## config.mk

```make
export PLATFORM = sky130hd
export DESIGN_NAME = video_timing_pattern_flat
export DESIGN_NICKNAME = d
export VERILOG_FILES = /design/src/rtl/video_timing_pattern_if.sv /design/src/rtl/video_timing_pattern.sv /design/src/flat_wrapper.sv
export SDC_FILE = /design/constraint.sdc
export NUM_CORES = 1
export LEC_CHECK = 0
export CORE_MARGIN = 2
export CORE_UTILIZATION = 44
export DETAILED_ROUTE_END_ITERATION = 7
export GPL_ROUTABILITY_DRIVEN = 1
export GPL_TIMING_DRIVEN = 0
export PLACE_DENSITY = 0.69
export SETUP_SLACK_MARGIN = 0.5
export SLEW_MARGIN = 40
export SYNTH_ARGS = -nofsm -noshare
export SYNTH_HDL_FRONTEND = slang
export SYNTH_SLANG_ARGS = --single-unit
```

## constraint.sdc

```tcl
create_clock -name video_clk_pix -period 5.81 [get_ports video_clk_pix]
set_input_delay 0.581 -clock video_clk_pix [delete_from_list [all_inputs] [get_ports video_clk_pix]]
set_output_delay 0.581 -clock video_clk_pix [all_outputs]
set_load 0.01 [all_outputs]
```

## src/rtl/video_timing_pattern_if.sv

```systemverilog
// Raster output bundle of the video timing/pattern generator.
// The generator drives the master side; overlay/encoder logic sits on the slave side.
interface video_timing_pattern_if #(
    parameter int COLSPC = 10,
    parameter int CORDW  = 12
);
    logic [1:0]        pattern_sel;
    logic              video_enable;
    logic              hsync;
    logic              vsync;
    logic [COLSPC-1:0] red;
    logic [COLSPC-1:0] green;
    logic [COLSPC-1:0] blue;
    logic [CORDW-1:0]  sx;
    logic [CORDW-1:0]  sy;
    logic              frame_start;
    logic              line_start;

    // No flow control: one pixel per clock, always valid, never back-pressured.
    modport master (
        input  pattern_sel,
        output video_enable, hsync, vsync, red, green, blue, sx, sy, frame_start, line_start
    );

    modport slave (
        output pattern_sel,
        input  video_enable, hsync, vsync, red, green, blue, sx, sy, frame_start, line_start
    );
endinterface

```

## src/rtl/video_timing_pattern.sv

```systemverilog
// Pixel-clock raster generator: counters, syncs, enable, test patterns and strobes,
// all registered together from (hc,vc) so nothing skews at the encoder input.
module video_timing_pattern #(
    parameter int COLSPC   = 10,
    parameter int CORDW    = 12,
    parameter int H_ACTIVE = 1280,
    parameter int H_FP     = 110,
    parameter int H_SYNC   = 40,
    parameter int H_BP     = 220,
    parameter int V_ACTIVE = 720,
    parameter int V_FP     = 5,
    parameter int V_SYNC   = 5,
    parameter int V_BP     = 20,
    parameter bit H_POL    = 1'b1,
    parameter bit V_POL    = 1'b1
) (
    input  logic                   video_clk_pix,
    input  logic                   video_rst_pix,
    video_timing_pattern_if.master vid
);
    localparam int H_TOTAL = H_ACTIVE + H_FP + H_SYNC + H_BP;
    localparam int V_TOTAL = V_ACTIVE + V_FP + V_SYNC + V_BP;
    localparam int EXTW    = CORDW + COLSPC + 6;

    localparam logic [CORDW-1:0] H_LAST   = CORDW'(H_TOTAL - 1);
    localparam logic [CORDW-1:0] V_LAST   = CORDW'(V_TOTAL - 1);
    localparam logic [CORDW-1:0] H_ACT_C  = CORDW'(H_ACTIVE);
    localparam logic [CORDW-1:0] V_ACT_C  = CORDW'(V_ACTIVE);
    localparam logic [CORDW-1:0] HS_BEG_C = CORDW'(H_ACTIVE + H_FP);
    localparam logic [CORDW-1:0] HS_END_C = CORDW'(H_ACTIVE + H_FP + H_SYNC);
    localparam logic [CORDW-1:0] VS_BEG_C = CORDW'(V_ACTIVE + V_FP);
    localparam logic [CORDW-1:0] VS_END_C = CORDW'(V_ACTIVE + V_FP + V_SYNC);
    localparam logic [CORDW+2:0] BAR_DIV  = (CORDW+3)'(H_ACTIVE);

    if (H_TOTAL - 1 >= (1 << CORDW)) begin : g_bad_h
        $error("CORDW too narrow for H_TOTAL");
    end
    if (V_TOTAL - 1 >= (1 << CORDW)) begin : g_bad_v
        $error("CORDW too narrow for V_TOTAL");
    end
    if (H_SYNC <= 0 || V_SYNC <= 0) begin : g_bad_sync
        $error("H_SYNC and V_SYNC must be non-zero");
    end

    logic [CORDW-1:0]  hc_q, hc_d, vc_q, vc_d;
    logic [1:0]        pat_q, pat_d;
    logic              en_q, en_d, hs_q, hs_d, vs_q, vs_d;
    logic [COLSPC-1:0] r_q, r_d, g_q, g_d, b_q, b_d;
    logic [CORDW-1:0]  sx_q, sx_d, sy_q, sy_d;
    logic              fs_q, fs_d, ls_q, ls_d;

    logic              origin, active, hs_act, vs_act;
    logic [CORDW+2:0]  bar_quot;
    logic [2:0]        bar_rgb;
    logic [EXTW-1:0]   hc_ext, vc_ext;
    logic [COLSPC-1:0] pix_r, pix_g, pix_b;

    always_comb begin
        hc_d = hc_q + CORDW'(1);
        vc_d = vc_q;
        if (hc_q == H_LAST) begin
            hc_d = '0;
            vc_d = (vc_q == V_LAST) ? '0 : vc_q + CORDW'(1);
        end
    end

    // The frame's pattern is latched at the origin and the origin pixel already uses it.
    always_comb begin
        origin = (hc_q == '0) && (vc_q == '0);
        pat_d  = origin ? vid.pattern_sel : pat_q;
        active = (hc_q < H_ACT_C) && (vc_q < V_ACT_C);
        hs_act = (hc_q >= HS_BEG_C) && (hc_q < HS_END_C);
        vs_act = (vc_q >= VS_BEG_C) && (vc_q < VS_END_C);
    end

    always_comb begin
        hc_ext   = EXTW'(hc_q);
        vc_ext   = EXTW'(vc_q);
        bar_quot = {hc_q, 3'b000} / BAR_DIV;
        case (bar_quot[2:0])
            3'd0:    bar_rgb = 3'b111;
            3'd1:    bar_rgb = 3'b110;
            3'd2:    bar_rgb = 3'b011;
            3'd3:    bar_rgb = 3'b010;
            3'd4:    bar_rgb = 3'b101;
            3'd5:    bar_rgb = 3'b100;
            3'd6:    bar_rgb = 3'b001;
            default: bar_rgb = 3'b000;
        endcase
        pix_r = '0;
        pix_g = '0;
        pix_b = '0;
        case (pat_d)
            2'b01: begin
                pix_r = {COLSPC{bar_rgb[2]}};
                pix_g = {COLSPC{bar_rgb[1]}};
                pix_b = {COLSPC{bar_rgb[0]}};
            end
            2'b10: begin
                pix_r = {COLSPC{hc_ext[5] ^ vc_ext[5]}};
                pix_g = pix_r;
                pix_b = pix_r;
            end
            2'b11: begin
                pix_r = hc_ext[COLSPC-1:0];
                pix_g = vc_ext[COLSPC-1:0];
            end
            default: ;
        endcase
    end

    always_comb begin
        en_d = active;
        hs_d = hs_act ? H_POL : !H_POL;
        vs_d = vs_act ? V_POL : !V_POL;
        r_d  = active ? pix_r : '0;
        g_d  = active ? pix_g : '0;
        b_d  = active ? pix_b : '0;
        sx_d = hc_q;
        sy_d = vc_q;
        fs_d = origin;
        ls_d = (hc_q == '0);
    end

    always_ff @(posedge video_clk_pix or posedge video_rst_pix) begin
        if (video_rst_pix) begin
            hc_q  <= '0;
            vc_q  <= '0;
            pat_q <= 2'b01;
            en_q  <= 1'b0;
            hs_q  <= !H_POL;
            vs_q  <= !V_POL;
            r_q   <= '0;
            g_q   <= '0;
            b_q   <= '0;
            sx_q  <= '0;
            sy_q  <= '0;
            fs_q  <= 1'b0;
            ls_q  <= 1'b0;
        end else begin
            hc_q  <= hc_d;
            vc_q  <= vc_d;
            pat_q <= pat_d;
            en_q  <= en_d;
            hs_q  <= hs_d;
            vs_q  <= vs_d;
            r_q   <= r_d;
            g_q   <= g_d;
            b_q   <= b_d;
            sx_q  <= sx_d;
            sy_q  <= sy_d;
            fs_q  <= fs_d;
            ls_q  <= ls_d;
        end
    end

    assign vid.video_enable = en_q;
    assign vid.hsync        = hs_q;
    assign vid.vsync        = vs_q;
    assign vid.red          = r_q;
    assign vid.green        = g_q;
    assign vid.blue         = b_q;
    assign vid.sx           = sx_q;
    assign vid.sy           = sy_q;
    assign vid.frame_start  = fs_q;
    assign vid.line_start   = ls_q;
endmodule

```

## src/flat_wrapper.sv

```systemverilog
// flat-port wrapper written by rule: the top's interface ports become plain ports
module video_timing_pattern_flat 
#(
    parameter int COLSPC   = 10,
    parameter int CORDW    = 12,
    parameter int H_ACTIVE = 1280,
    parameter int H_FP     = 110,
    parameter int H_SYNC   = 40,
    parameter int H_BP     = 220,
    parameter int V_ACTIVE = 720,
    parameter int V_FP     = 5,
    parameter int V_SYNC   = 5,
    parameter int V_BP     = 20,
    parameter bit H_POL    = 1'b1,
    parameter bit V_POL    = 1'b1
)
  (video_clk_pix, video_rst_pix, vid_pattern_sel, vid_video_enable, vid_hsync, vid_vsync, vid_red, vid_green, vid_blue, vid_sx, vid_sy, vid_frame_start, vid_line_start);
  video_timing_pattern_if #(.COLSPC(COLSPC), .CORDW(CORDW)) vid_i ();
  input  logic video_clk_pix;
  input  logic video_rst_pix;
  input wire logic [$bits(vid_i.pattern_sel)-1:0] vid_pattern_sel;
  output wire logic [$bits(vid_i.video_enable)-1:0] vid_video_enable;
  output wire logic [$bits(vid_i.hsync)-1:0] vid_hsync;
  output wire logic [$bits(vid_i.vsync)-1:0] vid_vsync;
  output wire logic [$bits(vid_i.red)-1:0] vid_red;
  output wire logic [$bits(vid_i.green)-1:0] vid_green;
  output wire logic [$bits(vid_i.blue)-1:0] vid_blue;
  output wire logic [$bits(vid_i.sx)-1:0] vid_sx;
  output wire logic [$bits(vid_i.sy)-1:0] vid_sy;
  output wire logic [$bits(vid_i.frame_start)-1:0] vid_frame_start;
  output wire logic [$bits(vid_i.line_start)-1:0] vid_line_start;
  assign vid_i.pattern_sel = vid_pattern_sel;
  assign vid_video_enable = vid_i.video_enable;
  assign vid_hsync = vid_i.hsync;
  assign vid_vsync = vid_i.vsync;
  assign vid_red = vid_i.red;
  assign vid_green = vid_i.green;
  assign vid_blue = vid_i.blue;
  assign vid_sx = vid_i.sx;
  assign vid_sy = vid_i.sy;
  assign vid_frame_start = vid_i.frame_start;
  assign vid_line_start = vid_i.line_start;
  video_timing_pattern #(.COLSPC(COLSPC), .CORDW(CORDW), .H_ACTIVE(H_ACTIVE), .H_FP(H_FP), .H_SYNC(H_SYNC), .H_BP(H_BP), .V_ACTIVE(V_ACTIVE), .V_FP(V_FP), .V_SYNC(V_SYNC), .V_BP(V_BP), .H_POL(H_POL), .V_POL(V_POL)) u_core (.video_clk_pix(video_clk_pix), .video_rst_pix(video_rst_pix), .vid(vid_i));
endmodule
```

# Yosys cells after proc, flatten, opt, wreduce, memory -nomap -nowiden
# Cells that the tools add are included.
[word_totals] regBits=85 in_bits=4 output_inout_bits=59 elab_cells=53
[op_classes] add_sub_neg=2 div=1 n_lt_le_gt_ge=6 eq_ne=11 n_mux=12 n_bitwise=1 reduce_logical=7
[op_table] cell="10-bit one-hot mux with 3 select lines" n=2
[op_table] cell="10-bit 2-to-1 mux" n=3
[op_table] cell="12-bit by 1-bit adder with 12-bit output, second input constant" n=2
[op_table] cell="12-bit logical NOT" n=2
[op_table] cell="12-bit by 10-bit < comparator with 1-bit output, second input constant" n=2
[op_table] cell="12-bit by 11-bit < comparator with 1-bit output, second input constant" n=2
[op_table] cell="12-bit 2-to-1 mux" n=2
[op_table] cell="3-bit one-hot mux with 7 select lines" n=1
[op_table] cell="10-bit one-hot mux with 2 select lines" n=1
[op_table] cell="15-bit by 11-bit divider with 15-bit output, second input constant" n=1
[op_table] cell="12-bit by 10-bit == test with 1-bit output, second input constant" n=1
[op_table] cell="12-bit by 11-bit == test with 1-bit output, second input constant" n=1
[op_table] cell="12-bit by 10-bit >= comparator with 1-bit output, second input constant" n=1
[op_table] cell="12-bit by 11-bit >= comparator with 1-bit output, second input constant" n=1
[op_table] cell="3-bit == test, second input constant" n=3
[op_table] cell="3-bit by 2-bit == test with 1-bit output, second input constant" n=2
[op_table] cell="2-bit == test, second input constant" n=2
[op_table] cell="1-bit logical AND" n=4
[op_table] cell="3-bit by 1-bit == test with 1-bit output, second input constant" n=1
[op_table] cell="3-bit logical NOT" n=1
[op_table] cell="2-bit by 1-bit == test with 1-bit output, second input constant" n=1
[op_table] cell="1-bit 2-to-1 mux" n=2
[op_table] cell="2-bit 2-to-1 mux" n=1
[op_table] cell="1-bit XOR" n=1

# Logic depth before layout (Yosys ltp)
# Gate-level depths: netlist of the first run.
[depth] ltp_word=6 ltp_mapped=13

# Worst setup path after synthesis of the first run
# No wires, ideal clock.
[synth_timing] path_kind="flip-flop to flip-flop" from="register u_core.hc_q[1]" to="register u_core.b_q[8], in the netlist u_core.vid.blue[8]" setup_time_ps=141 arrival_ps=2495 required_ps=5669 path_slack_ps=3174 stages_incl_launch_ff=14 period_less_slack_ps=2636 cell_sequence="dfrtp_1 -> inv_1 -> ha_1 -> nor4b_1 -> and3_1 -> and4_1 -> buf_2 -> mux2i_1 -> inv_1 -> ha_1 -> and2_0 -> clkbuf_1 -> nor4_1 -> a2111oi_2"
[synth_via] elab_chain_len=6 elab_cells_between_ends=18 classes_between="div: 1; order compare: 1; eq/ne: 8; mux: 4; reduce/logical: 4"
[synth_lines] element="start, declared" line_no="video_timing_pattern.sv:45" text="logic [CORDW-1:0] hc_q, hc_d, vc_q, vc_d;"
[synth_lines] element="start signal, assigned" line_no="video_timing_pattern.sv:127" text="hc_q <= '0;"
[synth_lines] element="start signal, assigned" line_no="video_timing_pattern.sv:141" text="hc_q <= hc_d;"
[synth_lines] element="12-bit logical NOT (*)"
[synth_lines] element="named net u_core.ls_d" line_no="video_timing_pattern.sv:50" text="logic fs_q, fs_d, ls_q, ls_d;"
[synth_lines] element="1-bit logical AND (*)" line_no="video_timing_pattern.sv:69" text="origin = (hc_q == '0) && (vc_q == '0);"
[synth_lines] element="named net u_core.fs_d" line_no="video_timing_pattern.sv:50"
[synth_lines] element="2-bit 2-to-1 mux (*)" line_no="video_timing_pattern.sv:70" text="pat_d = origin ? vid.pattern_sel : pat_q;"
[synth_lines] element="named net u_core.pat_d[1]" line_no="video_timing_pattern.sv:46" text="logic [1:0] pat_q, pat_d;"
[synth_lines] element="2-bit == test or 2-bit by 1-bit == test with 1-bit output (tied branches)" line_no="video_timing_pattern.sv:93" text="case (pat_d)"
[synth_lines] element="10-bit one-hot mux with 2 select lines (*)" line_no="video_timing_pattern.sv:93"
[synth_lines] element="10-bit 2-to-1 mux (*)" line_no="video_timing_pattern.sv:118" text="b_d = active ? pix_b : '0;"
[synth_lines] element="end signal, assigned" line_no="video_timing_pattern.sv:135" text="b_q <= '0;"
[synth_lines] element="end signal, assigned" line_no="video_timing_pattern.sv:149" text="b_q <= b_d;"
[synth_lines] element="end, declared" line_no="video_timing_pattern.sv:48" text="logic [COLSPC-1:0] r_q, r_d, g_q, g_d, b_q, b_d;"
# The timed path passes the listed nets; every way through them passes the cells marked *.
# A chain may end at the register's enable or synchronous reset.

# Final worst setup path of the first run
[layout_timing] from="register u_core.hc_q[1]" to="register u_core.g_q[8], in the netlist u_core.vid.green[8]"
[layout_via] elab_chain_len=6 elab_cells_between_ends=19 classes_between="div: 1; order compare: 1; eq/ne: 9; mux: 4; reduce/logical: 4"
[layout_lines] element="12-bit logical NOT (*)"
[layout_lines] element="named net u_core.ls_d" line_no="video_timing_pattern.sv:50"
[layout_lines] element="1-bit logical AND (*)" line_no="video_timing_pattern.sv:69"
[layout_lines] element="named net u_core.fs_d" line_no="video_timing_pattern.sv:50"
[layout_lines] element="2-bit 2-to-1 mux (*)" line_no="video_timing_pattern.sv:70"
[layout_lines] element="named net u_core.pat_d[1]" line_no="video_timing_pattern.sv:46"
[layout_lines] element="2-bit == test or 2-bit by 1-bit == test with 1-bit output (tied branches)" line_no="video_timing_pattern.sv:93"
[layout_lines] element="10-bit one-hot mux with 3 select lines (*)" line_no="video_timing_pattern.sv:93"
[layout_lines] element="10-bit 2-to-1 mux (*)" line_no="video_timing_pattern.sv:117" text="g_d = active ? pix_g : '0;"
[layout_lines] element="named net u_core.g_d[8]" line_no="video_timing_pattern.sv:48"
[layout_lines] element="end signal, assigned" line_no="video_timing_pattern.sv:148" text="g_q <= g_d;"
[layout_lines] element="end, declared" line_no="video_timing_pattern.sv:48"
# Marks and branches as above.

==> results of run 1 <==
[metal layers]
metal | part of all wire, % | vias to the layer above
met5 | 0 | -
met4 | 1.4 | 0
met3 | 5.8 | 7
met2 | 45 | 95
met1 | 48 | 1356
li1 | - | 1344
[worst min-delay path by stage]
| stage | startpoint | endpoint | slack (ps) | cells past startpoint |
|---|---|---|---|---|
| after floorplan | u_core.hc_q[5] | u_core.vid.sx[5] | 350 | 0 |
| after global placement | u_core.hc_q[7] | u_core.vid.sx[7] | 360 | 0 |
| after detailed placement | u_core.sy_d[2] | u_core.vid.sy[2] | 360 | 0 |
| after CTS | u_core.sy_d[2] | u_core.vid.sy[2] | 380 | 0 |
| after global routing | u_core.sy_d[2] | u_core.vid.sy[2] | 380 | 0 |
| final | u_core.sy_d[2] | u_core.vid.sy[2] | 370 | 0 |
[power by group through the flow]
| stage | clock network [uW] | logic [uW] | registers, uW |
|---|---|---|---|
| 2_1_floorplan | 0 | 35.9 | 562 |
| 3_3_place_gp | 0 | 85.3 | 557 |
| 3_5_place_dp | 0 | 90.1 | 556 |
| 4_1_cts | 521 | 90.5 | 546 |
| 5_1_grt | 544 | 97.4 | 547 |
| 6_report | 515 | 89.0 | 546 |
[cell families after synthesis]
group,count (synthesis)
AND/OR/NAND/NOR,129
flip-flops,76
AO/OA/AOI/OAI,70
buffers and inverters,47
XOR/XNOR,15
adder cells (fa/ha/maj),11
multiplexers,2
[cell usage in the layout, fill, tap and decap left out, types with 2 or more instances in the layout]
master / synthesis / layout
nand3b_1: 2 / 2
xor2_1: 3 / 3
and4_1: 2 / 2
a2111oi_2: 2 / 2
inv_1: 9 / 8
a21oi_1: 23 / 23
nor4b_1: 4 / 4
nand2b_1: 6 / 6
nand3_1: 11 / 11
bufinv_16: 0 / 4
inv_2: 2 / 2
nand4_1: 6 / 6
a31oi_1: 7 / 7
dfrtp_1: 75 / 75
a32oi_1: 2 / 2
nor4_1: 7 / 7
xnor2_1: 12 / 12
clkbuf_1: 12 / 13
and3_1: 7 / 7
o31a_1: 3 / 3
nor3_1: 8 / 8
nor2b_1: 5 / 5
buf_2: 8 / 8
clkdlybuf4s50_1: 0 / 62
clkbuf_8: 0 / 9
ha_1: 11 / 11
buf_4: 12 / 12
o21ai_0: 22 / 22
nand2_1: 41 / 41
buf_6: 2 / 2
nor2_1: 18 / 18
a21oi_2: 4 / 4
mux2i_1: 2 / 2
[metrics by stage]
step	hold WS (ps)	worst slack, ps	power [uW]
5_1_grt	380	2320	1190
4_1_cts	375	2640	1160
3_5_place_dp	358	2720	646
3_3_place_gp	355	2190	642
6_report	373	2630	1150
2_1_floorplan	349	3170	598
[sequential cells by signal, summed over array words and instances, names as in the netlist]
name                     flops
u_core.vid.red              10
u_core.vid.blue              1
u_core.vid.line_start        1
u_core.vid.hsync             1
u_core.hc_q                 12
u_core.pat_q                 2
u_core.vid.vsync             1
u_core.vid.sy               12
u_core.vid.frame_start       1
u_core.vid.video_enable      1
u_core.vid.green            10
u_core.vid.sx               12
u_core.sy_d                 12
[cell type report]
class / count / area [sq um]
fill: 681 / 3210
inverter: 12 / 50.0
clock buffer: 10 / 128
multi-input combinational: 227 / 1420
tap: 102 / 128
buffer: 35 / 203
sequential: 76 / 1900
timing repair buffer: 63 / 648
clock inverter: 5 / 125
[cells in the mapped netlist (all sizes together) (6+ instances only)]
cell	number	share of area, %
a21oi	27	4.2
a31oi	7	1.2
and3	7	1.2
buf	22	4.3
clkbuf	13	1.4
dfrtp	75	53
ha	11	3.9
inv	11	1.2
nand2	41	4.3
nand2b	6	1.1
nand3	11	1.5
nand4	6	1.1
nor2	20	2.4
nor3	8	1.1
nor4	7	1.2
o21ai	23	3.2
xnor2	12	2.9
==> flow_summary.yaml, run 1 <==
clock_tree:
  clkLatencyLatePin_ps: 350
  cts_resized: 0
  cts_tree: "done"
  cts_setup_buffers: 0
  cts_max_path_buffers: 2
  htree_num_levels: 3
  cts_buffers: 9
  cts_root_buffer: "clkbuf_8"
  clk_pin_slew_ps: 80
  clock_sinks: 76
  holdBufCountCts: 0
power:
  switching_share_pct: 20.6
  p_per_area_nw_per_um2: 250
  power.leakage_uw: 0.00196
  seqPwrFrac_pct: 47.5
  peakVddDrop_mv: 0.198
  combPwrFrac_pct: 7.7
  intPower_uw: 913
  power.switching_uw: 237
  pwr-share-clk_pct: 44.8
setup_path:
  path_depth: 13
  worstSetupStartpointType: "register"
  crit_type: "register to register"
  path_max_fanout: 10
  crit_path_cell_trace: "inv_1 -> ha_1 -> nor4b_1 -> and3_1 -> and4_1 -> buf_2 -> mux2i_1 -> inv_1 -> ha_1 -> and2_0 -> clkbuf_1 -> nor2_2 -> a21oi_1"
  crit_required_ps: 6010
  critical_path.top_delay_family: "simple AND/OR/NAND/NOR gates"
  crit_buf_inv: 4
  endpoint: "u_core.vid.green[8]"
  cp-startpoint: "u_core.hc_q[1]"
  regToRegSetupSlack_ps: 2630
  ff2ff_path_depth: 13
  rr_startpoint: "u_core.hc_q[1]"
  critPathCaptureType: "register"
  slowest_stage: "dfrtp_1"
  r2r_end: "u_core.vid.green[8]"
  crit_arrival_ps: 3370
  cpPeakStageDelay_ps: 470
logic_synthesis:
  ys.flop_type: "dfrtp_1"
  synth_edf_count: 0
  synth_xor_area_share_pct: 3.68
  ys_types: 52
  synth_area_sq_um: 3570
  synth_compound_area_share_pct: 12.3
  syn-num-nets: 365
  muxShareOfSynthArea_pct: 0.561
  synth_fa_ha_area_share_pct: 3.86
  async_flop_share_pct: 100
  yosys.area_share.simple_pct: 19.3
  synth_top_family_by_area: "simple AND/OR/NAND/NOR gates"
  synth-seq-cells: 76
  synth-seq-area-share_pct: 53.3
  syn_inst: 350
  postSynthAreaPerCell_sq_um: 10.2
  yosysWarnings: 0
route:
  antenna_left: 0
  drt-total-wl_um: 7880
  vias: 2802
  dr.pass1.iters: 4
  drcViolationCount: 0
  wl_per_cell_um: 14.9
  drtIter0Drc: 210
  via_per_inst: 5.29
global_routing:
  grt.overflow.total: 0
  use_met3_pct: 3.93
  grt_usage_pct: 19.5
  grt-busiest-layer: "met1"
  antenna_found_initial: 0
  gr-usage-met1_pct: 28.9
  grt_max_degree: 60
  grt_pass1_wl_um: 13100
  grt_pass1_vias: 2588
  met2_usage_pct: 28.3
floorplan:
  dieArea_sq_um: 8850
  rows: 32
  core-area_sq_um: 7810
  io_pins: 63
  start_util_pct: 45.7
  dieHeight_um: 94.1
  die_w_um: 94.1
layout:
  syn2layout_area_growth_pct: 29.0
  final_util_pct: 58.9
  nNetsFinal: 439
  drive_gt1_share_pct: 13.1
  diodes: 0
  design_area_sq_um: 4600
  fin_cells: 530
flow_run:
  drv_cap: 0
outcome:
  status: "completed"
timing:
  finalSetupTns_ps: 0
  hold_viol: 0
  clock.fmax_ghz: 0.315
  setup_viol: 0
  min_period_ps: 3180
  maxSlewViolCount: 0
  period_share_pct: 54.7
  fin_worst_skew_ps: 11.3
  worst-slew-pin-transition_ps: 555
  timing.max_slew.rel_slack_pct: 62.7
  rsz0062_at_grt: "false"
place:
  placed_cells: 515
  io_buffers: 62
  dp.final_hpwl_um: 5490
  postPlaceCellArea_sq_um: 4350
  gp_congestion: 0.858
min_path:
  hold_class: "register to register"
Note: power is estimated with default switching activity, not from simulation.
==> run 2, diff against run 1 <==
==> constraint.sdc (replaced) <==
create_clock -name video_clk_pix -period 3.06 [get_ports video_clk_pix]
set_input_delay 0.306 -clock video_clk_pix [delete_from_list [all_inputs] [get_ports video_clk_pix]]
set_output_delay 0.306 -clock video_clk_pix [all_outputs]
set_load 0.01 [all_outputs]
==> run 2 against run 1 <==
Compared with the run above: first-iteration DRC count down 3.8%; via count is 5.3% higher; clock-buffer cell count increased by 1; critical endpoint is now u_core.vid.green[4].
==> flow_summary.yaml, run 2 (same netlist as run 1, synthesis figures left out) <==
clock_tree:
  cts_max_path_buffers: 2
  htree_num_levels: 3
  clk_pin_slew_ps: 80
  holdBufCountCts: 0
  cts_root_buffer: "clkbuf_8"
  cts_tree: "done"
  cts_buffers: 9
  clock_sinks: 76
  clkLatencyLatePin_ps: 350
power:
  power.switching_uw: 471
  power_uw: 2060
  switching_share_pct: 22.9
  intPower_uw: 1590
  peakVddDrop_mv: 0.293
  combPwrFrac_pct: 9.4
  seqPwrFrac_pct: 50.3
  power.leakage_uw: 0.00210
  p_per_area_nw_per_um2: 415
  pwr-share-clk_pct: 40.2
setup_path:
  r2r_end: "u_core.vid.green[4]"
  crit_type: "register to register"
  worstSetupStartpointType: "register"
  endpoint: "u_core.vid.green[4]"
  crit_arrival_ps: 2900
  ff2ff_path_depth: 13
  cp-startpoint: "u_core.hc_q[0]"
  rr_startpoint: "u_core.hc_q[0]"
  path_max_fanout: 7
  regToRegSetupSlack_ps: 390
  critPathCaptureType: "register"
  crit_required_ps: 3280
layout:
  nNetsFinal: 460
  final_util_pct: 63.7
  diodes: 0
  final_cell_mix: "dfrtp_1 (70), clkdlybuf4s50_1 (62), nand2_1 (41), buf_4 (31), o21ai_0 (22)"
  design_area_sq_um: 4970
  drive_gt1_share_pct: 25.6
  syn2layout_area_growth_pct: 39.4
  final_common_cell: "dfrtp_1"
  fillers: 631
timing:
  maxSlewViolCount: 0
  period_share_pct: 87.3
  timing.max_slew.rel_slack_pct: 69.9
  hold_viol: 0
  min_period_ps: 2670
  clock.fmax_ghz: 0.374
  worst-slew-pin-transition_ps: 452
  fin_ws_ps: 387
  finalSetupTns_ps: 0
  fin_worst_skew_ps: 9.95
  rsz0062_at_grt: "true"
  setup_viol: 0
floorplan:
  dieHeight_um: 94.1
  rows: 32
  dieArea_sq_um: 8850
  start_util_pct: 45.7
  die_w_um: 94.1
  core-area_sq_um: 7810
  io_pins: 63
global_routing:
  grt_max_degree: 41
  grt_usage_pct: 20.6
  grt.overflow.total: 0
  gr-usage-met1_pct: 29.0
  antenna_found_initial: 0
  grt_pass1_wl_um: 13800
  grt-busiest-layer: "met2"
  met2_usage_pct: 30.6
  use_met3_pct: 4.82
  grt_pass1_vias: 2792
route:
  via_per_inst: 5.34
  vias: 2950
  dr.pass1.iters: 5
  drt-total-wl_um: 8610
  antenna_left: 0
  drcViolationCount: 0
  drtIter0Drc: 202
  wl_per_cell_um: 15.6
flow_run:
  drv_cap: 0
place:
  place_ws_ps: -166
  io_buffers: 62
  gp_congestion: 0.850
  postPlaceCellArea_sq_um: 4350
  dp.final_hpwl_um: 5650
min_path:
  hold_class: "primary input to asynchronous set/reset pin"
outcome:
  status: "completed"
run 2: worst max-delay path, stage by stage, from the launching register on:
cell and delay (ps):
dfrtp_2 400, inv_1 100, ha_4 140, nor4b_4 180, and3_4 220, and4_4 230
buf_6 120, mux2i_4 260, inv_2 90, ha_4 150, and2_4 130, clkbuf_16 160
nor2_4 240, a21oi_2 110
run 2: how the worst min path moves through the flow:
stage / slack (ps) / startpoint / to
after detailed placement: 360 / u_core.hc_q[7] / u_core.vid.sx[7]
final: 300 / video_rst_pix / u_core.vid.sx[8]
after global placement: 360 / u_core.hc_q[7] / u_core.vid.sx[7]
after global routing: 330 / video_rst_pix / u_core.vid.sy[10]
after floorplan: 350 / u_core.hc_q[5] / u_core.vid.sx[5]
after CTS: 310 / video_rst_pix / u_core.vid.sx[8]
run 2: stage by stage:
stage / hold slack, ps / instances
floorplan: 349 / 350
global placement: 360 / 514
detailed placement: 359 / 515
CTS: 312 / 542
global route: 331 / 552
finish: 303 / 552
run 2: cell type report:
type / count / area [sq um] / share of cell area (%)
flip-flops and latches: 76 / 1910 / 38.4
well taps: 102 / 128 / 2.57
clock buffers: 11 / 131 / 2.64
repair buffers: 82 / 783 / 15.7
plain buffers: 35 / 256 / 5.16
inverters: 12 / 50.0 / 1.01
clock inverters: 5 / 85.1 / 1.71
multi-input cells: 229 / 1630 / 32.8
run 2: routing by layer:
metal	wire length, um	part of all wire, %	vias to the layer above
met5	0	0	-
met4	183	2.1	0
met3	535	6.2	17
met2	3910	45	130
met1	3980	46	1407
li1	-	-	1396
run 2: timing repair:
| action | in CTS | in global routing |
|---|---|---|
| gates resized for setup | 41 | 23 |
| setup buffers | 9 | 10 |
| setup endpoints to repair | 21 | 21 |
| gates cloned | 2 | 0 |
| pin swaps | 10 | 8 |
run 2: power groups by stage:
stage               logic, uW  registers (uW)  clock network [uW]
finish                    195            1040                 830
global route              209            1040                 900
CTS                       186            1040                 851
detailed placement        171            1060                   0
global placement          164            1060                   0
floorplan                68.2            1070                   0
